File: src/rtl/keypad_sprite_mover.sv
// Keypad-driven sprite mover for a text-mode VGA character buffer.
// Each accepted key erases the current cell with a trail word, draws the sprite one cell over, then rate-limits.
module keypad_sprite_mover #(
    parameter int unsigned COLS       = 80,
    parameter int unsigned ROWS       = 30,
    parameter int unsigned ADDR_W     = 12,
    parameter int unsigned START_COL  = 10,
    parameter int unsigned START_ROW  = 10,
    parameter logic [15:0] SPRITE_CHR = 16'h0e02,
    parameter logic [15:0] TRAIL_CHR  = 16'h0e01,
    parameter logic [31:0] MOVE_DELAY = 32'd100,
    parameter bit          WRAP       = 1'b1
) (
    input  logic              clk,
    input  logic              rst,
    input  logic [31:0]       timer,
    input  logic [7:0]        keypad,
    output logic [ADDR_W-1:0] vga_addr,
    output logic              vga_we,
    output logic [15:0]       vga_data,
    output logic [6:0]        cur_col,
    output logic [6:0]        cur_row,
    output logic              busy
);

    localparam logic [6:0]        LAST_COL   = 7'(COLS - 1);
    localparam logic [6:0]        LAST_ROW   = 7'(ROWS - 1);
    localparam logic [6:0]        START_C    = 7'(START_COL);
    localparam logic [6:0]        START_R    = 7'(START_ROW);
    localparam logic [ADDR_W-1:0] START_ADDR = ADDR_W'(START_ROW * COLS + START_COL);
    localparam logic [ADDR_W-1:0] COLS_A     = ADDR_W'(COLS);

    typedef enum logic [2:0] {
        S_INIT,
        S_DRAW0,
        S_IDLE,
        S_CALC,
        S_ERASE,
        S_DRAW,
        S_WAIT
    } state_t;

    typedef enum logic [1:0] {
        DIR_LEFT,
        DIR_RIGHT,
        DIR_DOWN,
        DIR_UP
    } dir_t;

    state_t            state;
    dir_t              dir;
    dir_t              key_dir;
    logic              key_hit;
    logic [6:0]        next_col;
    logic [6:0]        next_row;
    logic [ADDR_W-1:0] next_addr;
    logic [6:0]        step_col;
    logic [6:0]        step_row;
    logic              step_blocked;
    logic [ADDR_W-1:0] step_addr;
    logic [31:0]       t0;
    logic [31:0]       elapsed;
    logic              unused_keys;

    assign unused_keys = ^keypad[7:4];

    // Lowest set key bit wins.
    always_comb begin
        key_hit = |keypad[3:0];
        key_dir = DIR_UP;
        if (keypad[0])      key_dir = DIR_LEFT;
        else if (keypad[1]) key_dir = DIR_RIGHT;
        else if (keypad[2]) key_dir = DIR_DOWN;
    end

    // Neighbour cell in the latched direction, with wrap or clamp at the edges.
    always_comb begin
        step_col     = cur_col;
        step_row     = cur_row;
        step_blocked = 1'b0;
        unique case (dir)
            DIR_LEFT: begin
                if (cur_col != 7'd0) step_col = cur_col - 7'd1;
                else if (WRAP)       step_col = LAST_COL;
                else                 step_blocked = 1'b1;
            end
            DIR_RIGHT: begin
                if (cur_col != LAST_COL) step_col = cur_col + 7'd1;
                else if (WRAP)           step_col = 7'd0;
                else                     step_blocked = 1'b1;
            end
            DIR_DOWN: begin
                if (cur_row != LAST_ROW) step_row = cur_row + 7'd1;
                else if (WRAP)           step_row = 7'd0;
                else                     step_blocked = 1'b1;
            end
            DIR_UP: begin
                if (cur_row != 7'd0) step_row = cur_row - 7'd1;
                else if (WRAP)       step_row = LAST_ROW;
                else                 step_blocked = 1'b1;
            end
            default: step_blocked = 1'b1;
        endcase
        step_addr = ADDR_W'(step_row) * COLS_A + ADDR_W'(step_col);
    end

    // Modular difference keeps the delay correct across timer wrap.
    assign elapsed = timer - t0;

    // Outputs are loaded on the edge entering the state that performs the write,
    // so each write pulse coincides with that state.
    always_ff @(posedge clk or posedge rst) begin
        if (rst) begin
            state     <= S_INIT;
            dir       <= DIR_LEFT;
            vga_addr  <= '0;
            vga_we    <= 1'b0;
            vga_data  <= '0;
            cur_col   <= START_C;
            cur_row   <= START_R;
            next_col  <= START_C;
            next_row  <= START_R;
            next_addr <= '0;
            t0        <= '0;
            busy      <= 1'b1;
        end else begin
            vga_we   <= 1'b0;
            vga_data <= '0;
            busy     <= 1'b1;
            case (state)
                S_INIT: begin
                    vga_addr <= START_ADDR;
                    vga_we   <= 1'b1;
                    vga_data <= SPRITE_CHR;
                    state    <= S_DRAW0;
                end
                S_DRAW0: begin
                    busy  <= 1'b0;
                    state <= S_IDLE;
                end
                S_IDLE: begin
                    if (key_hit) begin
                        dir   <= key_dir;
                        state <= S_CALC;
                    end else begin
                        busy <= 1'b0;
                    end
                end
                S_CALC: begin
                    next_col  <= step_col;
                    next_row  <= step_row;
                    next_addr <= step_addr;
                    if (step_blocked) begin
                        busy  <= 1'b0;
                        state <= S_IDLE;
                    end else begin
                        vga_we   <= 1'b1;
                        vga_data <= TRAIL_CHR;
                        state    <= S_ERASE;
                    end
                end
                S_ERASE: begin
                    vga_addr <= next_addr;
                    cur_col  <= next_col;
                    cur_row  <= next_row;
                    vga_we   <= 1'b1;
                    vga_data <= SPRITE_CHR;
                    state    <= S_DRAW;
                end
                S_DRAW: begin
                    t0    <= timer;
                    state <= S_WAIT;
                end
                S_WAIT: begin
                    if (elapsed >= MOVE_DELAY) begin
                        busy  <= 1'b0;
                        state <= S_IDLE;
                    end
                end
                default: state <= S_INIT;
            endcase
        end
    end

endmodule

File: config.mk
export PLATFORM = sky130hd
export DESIGN_NAME = keypad_sprite_mover
export DESIGN_NICKNAME = d
export VERILOG_FILES = /design/src/rtl/keypad_sprite_mover.sv
export SDC_FILE = /design/constraint.sdc
export NUM_CORES = 1
export LEC_CHECK = 0
export CAP_MARGIN = 10
export CORE_MARGIN = 2
export CORE_UTILIZATION = 31
export DETAILED_ROUTE_END_ITERATION = 8
export GPL_ROUTABILITY_DRIVEN = 0
export PLACE_DENSITY = 0.48
export SLEW_MARGIN = 10
export SYNTH_ARGS = -nofsm -noshare
export SYNTH_HDL_FRONTEND = slang
export SYNTH_SLANG_ARGS = --single-unit
File: constraint.sdc
create_clock -name clk -period 4.9 [get_ports clk]
set_clock_uncertainty 0.1 [all_clocks]
set_input_delay 0.49 -clock clk [delete_from_list [all_inputs] [get_ports clk]]
set_output_delay 0.49 -clock clk [all_outputs]
set_load 0.1 [all_outputs]
==> load_flow_metrics.sql, run 1 <==
INSERT INTO impl_metrics (metric_group, metric, value, unit) VALUES
('sta', 'tightestPinTransition', '0.996', 'ns'),
('grt', 'grt_max_degree', '65', ''),
('placement', 'io_buffers', '70', ''),
('min_path', 'worstHoldStart', 'next_row[3]', ''),
('cts', 'cts.path.max_buffers', '2', ''),
('grt', 'total_track_usage', '14.9', '%'),
('min_path', 'worstHoldPathCells', '2', ''),
('yosys', 'synth_seq_cells', '92', ''),
('yosys', 'synth_enable_flop_cells', '0', ''),
('final_layout', 'layout-area-overhead-vs-synth', '17.8', '%'),
('cts', 'clk_root_buffer_cell', 'clkbuf_16', ''),
('setup_path', 'cp.arrival', '4.44', 'ns'),
('drt', 'detail_route.vias_per_cell', '4.96', ''),
('yosys', 'synth.cell_area', '6690', 'um2'),
('sta', 'final_max_slew_viol_count', '0', ''),
('flow_run', 'timing.max_cap.violations', '0', ''),
('yosys', 'synth.largest_area_cell', 'dfrtp_1', ''),
('final_layout', 'layout.area.seq', '2310', 'um2'),
('sta', 'final_critical_path_setup_slack', '0.587', 'ns'),
('sta', 'maxClockFrequency', '232', 'MHz'),
('cts', 'clock_net_sink_count', '92', ''),
('grt', 'antenna_found_initial', '0', ''),
('placement', 'detailedPlacementHpwl', '12400', 'um'),
('setup_path', 'setup.worst_path.class', 'register to register', ''),
('grt', 'aggregate_global_routing_overflow', '0', ''),
('floorplanning', 'die-width', '151', 'um'),
('final_layout', 'final_net_count', '929', ''),
('yosys', 'top_cell_type_s_share_of_synthesized_area', '31.1', '%'),
('cts', 'numCtsBuffers', '9', ''),
('final_layout', 'n_antenna_cell', '0', ''),
('floorplanning', 'dieArea', '22800', 'um2'),
('setup_path', 'startpoint_type', 'register', ''),
('setup_path', 'timing.critical_path.slowest_stage_cell', 'or4bb_1', ''),
('min_path', 'holdCritPathClass', 'register to register', ''),
('setup_path', 'reg2reg_to', 'next_addr[11]', ''),
('final_layout', 'multi_input_area', '3930', 'um2'),
('yosys', 'synth_area_per_cell', '8.52', 'um2'),
('sta', 'hold_viol_final', '0', ''),
('min_path', 'hold-path-endpoint', 'next_row[3]', ''),
('cts', 'tritoncts_clock_tree', 'done', ''),
('drt', 'detailedRoute.firstPassIterationCount', '5', ''),
('yosys', 'synthDistinctLibCells', '67', ''),
('drt', 'drc', '0', ''),
('floorplanning', 'core_area', '21100', 'um2'),
('outcome', 'run_status', 'completed', ''),
('final_layout', 'ratio_of_cells_with_drive_above_1_in_the_final_layout', '10.7', '%'),
('final_layout', 'fin_area', '7880', 'um2'),
('cts', 'cts_hold_buffers', '0', ''),
('grt', 'vias_in_the_first_global_route', '5233', ''),
('setup_path', 'critical-path-top-delay-family', 'adder cells', ''),
('sta', 'rsz_0062_raised_after_global_routing', 'false', ''),
('final_layout', 'nFillCells', '2215', ''),
('placement', 'place_worst_setup_slack', '0.617', 'ns'),
('yosys', 'ys.warnings.count', '0', ''),
('sta', 'worst_slew_margin_rel', '33.4', '%'),
('yosys', 'synth.top_cells.by_area', 'dfrtp_1, ha_1, mux2_2, nand2_1, o21ai_0', ''),
('setup_path', 'r2r_start', 'cur_row[1]', ''),
('floorplanning', 'io_pins', '86', ''),
('cts', 'postCtsSetupBuffers', '0', ''),
('sta', 'period_share', '88.0', '%'),
('floorplanning', 'die_h', '151', 'um'),
('floorplanning', 'row_count', '53', ''),
('cts', 'cts-resized-gates', '0', ''),
('setup_path', 'worst-r2r-cell-count', '17', ''),
('setup_path', 'cpPeakStageDelay', '0.52', 'ns'),
('cts', 'cts.htree.levels', '3', ''),
('setup_path', 'worst-path-max-fanout', '6', ''),
('floorplanning', 'start_util', '31.7', '%'),
('grt', 'grt_first_pass_wirelength', '27000', 'um'),
('sta', 'timing.final.crit_period', '4.31', 'ns'),
('drt', 'first_iter_violations', '255', '');
[Yosys cell counts (all sizes together) (3+ instances only)]
cell	instances
nand2	117
dfrtp	83
o21ai	70
inv	65
ha	48
nor2	47
a21oi	45
mux2	44
clkbuf	24
buf	23
nand3	20
xnor2	18
xor2	14
nor3	13
o21a	13
a21o	11
nand4	10
a31oi	9
dfstp	9
nor2b	8
nor4	8
nand2b	7
o211ai	6
o31ai	6
mux2i	5
nor3b	5
a22oi	4
o21bai	4
o22ai	4
or3	4
a22o	3
fa	3
nand4b	3
[sequential cells by signal (all words and copies together), names as in the netlist]
signal / count
vga_addr: 12
cur_row: 7
vga_data: 3
dir: 2
busy: 1
t0: 32
next_addr: 10
next_row: 7
state: 3
vga_we: 1
next_col: 7
cur_col: 7
[cell type report]
cell class	instances	share of cell area [%]
well taps	275	4.37
inverters	65	3.13
multi-input cells	591	49.9
flip-flops and latches	92	29.4
clock buffers	9	2.86
repair buffers	77	9.56
clock inverters	7	0.873
[layer usage]
metal	up-vias	GRT usage [%]	routed length [um]	share of wire, %
met4	0	2.80	146	0.89
met1	2625	20.0	7840	48
met2	91	25.1	7720	47
met5	-	0	0	0
li1	2812	-	-	-
met3	11	3.22	616	3.8
[worst reg2reg max path, stage by stage (launching register included)]
cell	delay, ns
dfstp_2	0.40
inv_1	0.10
ha_1	0.14
or4bb_1	0.52
o21ai_0	0.36
mux2_2	0.23
nand2_1	0.05
o21ai_0	0.23
inv_1	0.13
ha_1	0.32
ha_1	0.21
inv_1	0.07
fa_1	0.46
nor3b_1	0.34
nand3_1	0.14
xnor2_1	0.18
xnor2_1	0.13
o21ai_0	0.08
[kinds of logic after synthesis]
logic type	synth area share, %
compound gates	18.5
xor+xnor	4.19
fa+ha+maj	9.88
buf+inv	7.20
flops	34.6
mux	8.16
other cells	0.0561
simple gates	17.4
[per-stage QoR]
| stage | std cells | hold slack (ns) |
|---|---|---|
| 6_report | 1116 | 0.358 |
| 5_1_grt | 1116 | 0.391 |
| 4_1_cts | 1116 | 0.360 |
| 3_5_place_dp | 1100 | 0.348 |
| 3_3_place_gp | 1100 | 0.349 |
| 2_1_floorplan | 795 | 0.337 |
[worst max-delay path by stage]
stage	from	endpoint	slack, ns	cells past startpoint
finish	cur_row[1]	next_addr[11]	0.59	17
global route	cur_row[1]	next_addr[11]	0.05	17
CTS	cur_row[1]	next_addr[11]	0.58	17
detailed placement	cur_row[1]	next_addr[11]	0.62	17
global placement	cur_row[0]	next_addr[11]	0.65	16
floorplan	cur_row[0]	next_addr[11]	0.38	16
[layout by cell type (no fill, tap or decap), types with 13 or more instances in the layout]
cell type	n
o21ai_0	66
dfrtp_1	83
xor2_1	14
nor2_1	47
inv_1	64
ha_1	48
o21a_1	13
nor3_1	13
xnor2_1	18
a21oi_1	44
clkdlybuf4s50_1	70
nand3_1	20
mux2_2	44
nand2_1	117
Power of run 1 is not shown: default switching activity piles up to over one toggle a cycle in this logic, so the estimate is an artifact.
==> run 2, diff against run 1 <==
--- a/config.mk
+++ b/config.mk
@@ -5,13 +5,13 @@
 export SDC_FILE = /design/constraint.sdc
 export NUM_CORES = 1
 export LEC_CHECK = 0
+export ABC_AREA = 1
 export CAP_MARGIN = 10
 export CORE_MARGIN = 2
 export CORE_UTILIZATION = 31
 export DETAILED_ROUTE_END_ITERATION = 8
 export GPL_ROUTABILITY_DRIVEN = 0
-export PLACE_DENSITY = 0.48
-export SLEW_MARGIN = 10
+export PLACE_DENSITY = 0.47
 export SYNTH_ARGS = -nofsm -noshare
 export SYNTH_HDL_FRONTEND = slang
 export SYNTH_SLANG_ARGS = --single-unit
==> constraint.sdc (replaced) <==
create_clock -name clk -period 4 [get_ports clk]
set_clock_uncertainty 0.1 [all_clocks]
set_input_delay 0.4 -clock clk [delete_from_list [all_inputs] [get_ports clk]]
set_output_delay 0.4 -clock clk [all_outputs]
set_load 0.1 [all_outputs]
==> load_flow_metrics.sql, run 2 <==
INSERT INTO impl_metrics (metric_group, metric, value, unit) VALUES
('outcome', 'run_status', 'completed', ''),
('final_layout', 'layout.area.seq', '2310', 'um2'),
('sta', 'period_share', '92.3', '%'),
('cts', 'clock_net_sink_count', '92', ''),
('grt', 'antenna_found_initial', '0', ''),
('sta', 'final_critical_path_setup_slack', '0.310', 'ns'),
('final_layout', 'layout.cells.most_common_list', 'nand2_1, inv_1, nor2_1, dfrtp_1, clkdlybuf4s50_1', ''),
('placement', 'place_worst_setup_slack', '0.198', 'ns'),
('power_and_ir_drop', 'total_leakage_power', '4.50', 'nW'),
('min_path', 'holdCritPathClass', 'input port to asynchronous set/reset pin', ''),
('floorplanning', 'die-width', '156', 'um'),
('floorplanning', 'dieArea', '24400', 'um2'),
('final_layout', 'nFillCells', '2520', ''),
('setup_path', 'worstSetupEndpointType', 'register', ''),
('yosys', 'synth-async-reset-ratio', '100', '%'),
('sta', 'timing.final.crit_period', '3.69', 'ns'),
('sta', 'final_max_slew_viol_count', '0', ''),
('final_layout', 'n_antenna_cell', '0', ''),
('floorplanning', 'core_area', '22700', 'um2'),
('setup_path', 'startpoint_type', 'register', ''),
('grt', 'total_track_usage', '16.8', '%'),
('final_layout', 'ratio_of_cells_with_drive_above_1_in_the_final_layout', '6.22', '%'),
('grt', 'grt_first_pass_wirelength', '32700', 'um'),
('setup_path', 'regToRegSetupSlack', '0.31', 'ns'),
('cts', 'cts.path.max_buffers', '2', ''),
('final_layout', 'fin_area', '8590', 'um2'),
('drt', 'routedWlPerCell', '13.3', 'um'),
('setup_path', 'worst-path-max-fanout', '5', ''),
('yosys', 'synth.cell_area', '7190', 'um2'),
('cts', 'cts.htree.levels', '3', ''),
('yosys', 'synth_seq_cells', '92', ''),
('yosys', 'synthDistinctLibCells', '45', ''),
('cts', 'numCtsBuffers', '9', ''),
('final_layout', 'largestRegisters', 't0: 32 flops, vga_addr: 12 flops, next_addr: 10 flops', ''),
('floorplanning', 'start_util', '31.6', '%'),
('drt', 'detail_route.vias_per_cell', '4.61', ''),
('grt', 'vias_in_the_first_global_route', '6512', ''),
('drt', 'drc', '0', ''),
('placement', 'placedInstanceArea', '8240', 'um2'),
('sta', 'tightestPinTransition', '1.04', 'ns'),
('yosys', 'synth_commonest_cells', 'nand2_1, inv_1, nor2_1', ''),
('final_layout', 'largest_register_ffs', '32', ''),
('placement', 'detailedPlacementHpwl', '15000', 'um'),
('drt', 'residual_antenna_violating_net_count_after_detailed_routing', '0', ''),
('final_layout', 'final_net_count', '1262', ''),
('yosys', 'synth_area_per_cell', '6.58', 'um2'),
('floorplanning', 'io_pins', '86', ''),
('final_layout', 'core_utilization_of_the_finished_layout', '37.8', '%'),
('yosys', 'predominant_post_synthesis_flop_cell', 'dfrtp_1', ''),
('yosys', 'post-synth-top-count-cell', 'nand2_1', ''),
('sta', 'setup_viol', '0', ''),
('yosys', 'top_cell_type_s_share_of_synthesized_area', '28.9', '%'),
('floorplanning', 'die_h', '156', 'um'),
('final_layout', 'multi_input_area', '4030', 'um2'),
('sta', 'hold_viol_final', '0', ''),
('cts', 'postCtsSetupBuffers', '0', ''),
('sta', 'timing.setup.tns', '0', 'ns'),
('yosys', 'synth.top_cells.by_area', 'dfrtp_1, nand2_1, inv_1, ha_1, nor2_1', ''),
('drt', 'drt-total-wl', '19300', 'um'),
('power_and_ir_drop', 'ir_worst_vdd', '518', 'uV'),
('cts', 'tritoncts_clock_tree', 'done', ''),
('setup_path', 'setup.worst_path.class', 'register to register', ''),
('placement', 'io_buffers', '70', ''),
('sta', 'maxClockFrequency', '271', 'MHz'),
('sta', 'worst_slew_margin_rel', '30.7', '%'),
('yosys', 'synth_sequential_area_ratio', '32.2', '%'),
('setup_path', 'worst-r2r-cell-count', '19', ''),
('final_layout', 'layout_commonest_cell', 'nand2_1', ''),
('yosys', 'ys.warnings.count', '0', ''),
('cts', 'clk_transition_reported_paths', '0.08', 'ns'),
('sta', 'rsz_0062_raised_after_global_routing', 'false', ''),
('yosys', 'synth.largest_area_cell', 'dfrtp_1', ''),
('drt', 'first_iter_violations', '424', ''),
('cts', 'clock_insertion_delay_worst_skew', '0.36', 'ns'),
('flow_run', 'timing.max_cap.violations', '0', ''),
('cts', 'clk_root_buffer_cell', 'clkbuf_16', ''),
('grt', 'aggregate_global_routing_overflow', '0', ''),
('setup_path', 'worst_ep_required_time', '4.16', 'ns'),
('drt', 'detailedRoute.firstPassIterationCount', '5', ''),
('yosys', 'synth_enable_flop_cells', '0', ''),
('floorplanning', 'row_count', '55', ''),
('final_layout', 'regMostFlops', 't0', ''),
('setup_path', 'cp.arrival', '3.85', 'ns'),
('yosys', 'synthCells', '1092', ''),
('power_and_ir_drop', 'power_density', '948', 'nW/um2'),
('drt', 'vias', '6733', ''),
('grt', 'grt_max_degree', '64', ''),
('final_layout', 'layout-area-overhead-vs-synth', '19.6', '%');
==> run 2: changes by cell type in the layout (fill, tap and decap cells not counted), moves of 13 or more <==
cell     previous run  this run
nor2_1             47       117
nand3_1            20        57
nand2_1           117       338
o21a_1             13         0
a21oi_1            44        62
o21ai_0            66        37
inv_1              64       187
mux2_2             44         1
==> run 2: worst paths after layout <==
| path | startpoint | endpoint |
|---|---|---|
| worst max-delay path | cur_row[0] | next_addr[11] |
| worst min-delay path | rst | t0[2] |
| worst max register to register | cur_row[0] | next_addr[11] |
| worst min register to register | next_col[3] | next_col[3] |
| max in group asynchronous | rst | next_col[3] |
| min in group clk | next_col[3] | next_col[3] |
==> run 2: area by class of cell <==
class / instances / share of cell area, %
multi-input combinational: 786 / 46.9
sequential: 92 / 26.9
timing repair buffer: 85 / 9.84
inverter: 195 / 8.55
tap: 285 / 4.15
clock buffer: 9 / 2.62
clock inverter: 7 / 1.05
==> run 2: cell families after synthesis <==
| logic type | synth area share, % |
|---|---|
| buf+inv | 12.5 |
| simple gates | 33.1 |
| flops | 32.2 |
| mux | 0.157 |
| xor+xnor | 2.32 |
| compound gates | 10.4 |
| other cells | 0.0522 |
| fa+ha+maj | 9.19 |
==> run 2: through the flow <==
stage,power [mW],cells,hold slack [ns]
CTS,8.20,1458,0.318
detailed placement,7.21,1442,0.358
finish,8.15,1459,0.301
floorplan,5.86,1102,0.343
global route,8.99,1459,0.348
global placement,7.21,1442,0.357
==> run 2: worst max-delay path, stage by stage, from the launching register on <==
cell and delay, ns:
dfrtp_2 0.44, inv_1 0.15, ha_2 0.25, nand4_1 0.15, nor2_2 0.16, nor2_1 0.08
buf_4 0.15, o31ai_2 0.22, ha_1 0.20, ha_1 0.17, inv_1 0.06, fa_1 0.40
xnor2_1 0.20, inv_1 0.08, nor3_1 0.23, nand2_1 0.10, xor2_1 0.16, xor2_1 0.16
nand2_1 0.08, nand2_1 0.05
==> run 2: power breakdown <==
part,switching (mW),internal (mW),leakage (nW)
combinational,3.80,1.75,3.25
clock,0.440,0.504,0.156
sequential,0.265,1.39,1.09
==> run 2: repair_timing <==
action,4_1_cts,5_1_grt
setup endpoints to repair,0,1
hold buffers,0,0
gates resized for setup,0,4
==> run 2: per-layer routing <==
metal  GRT usage, %  vias to the layer above  wire [um]
li1               -                     3552          -
met5              0                        -          0
met1           24.3                     3058      10100
met4           4.72                        0        238
met2           26.0                      108       8310
met3           2.22                       15        713
Note: power is estimated with default switching activity, not from simulation.
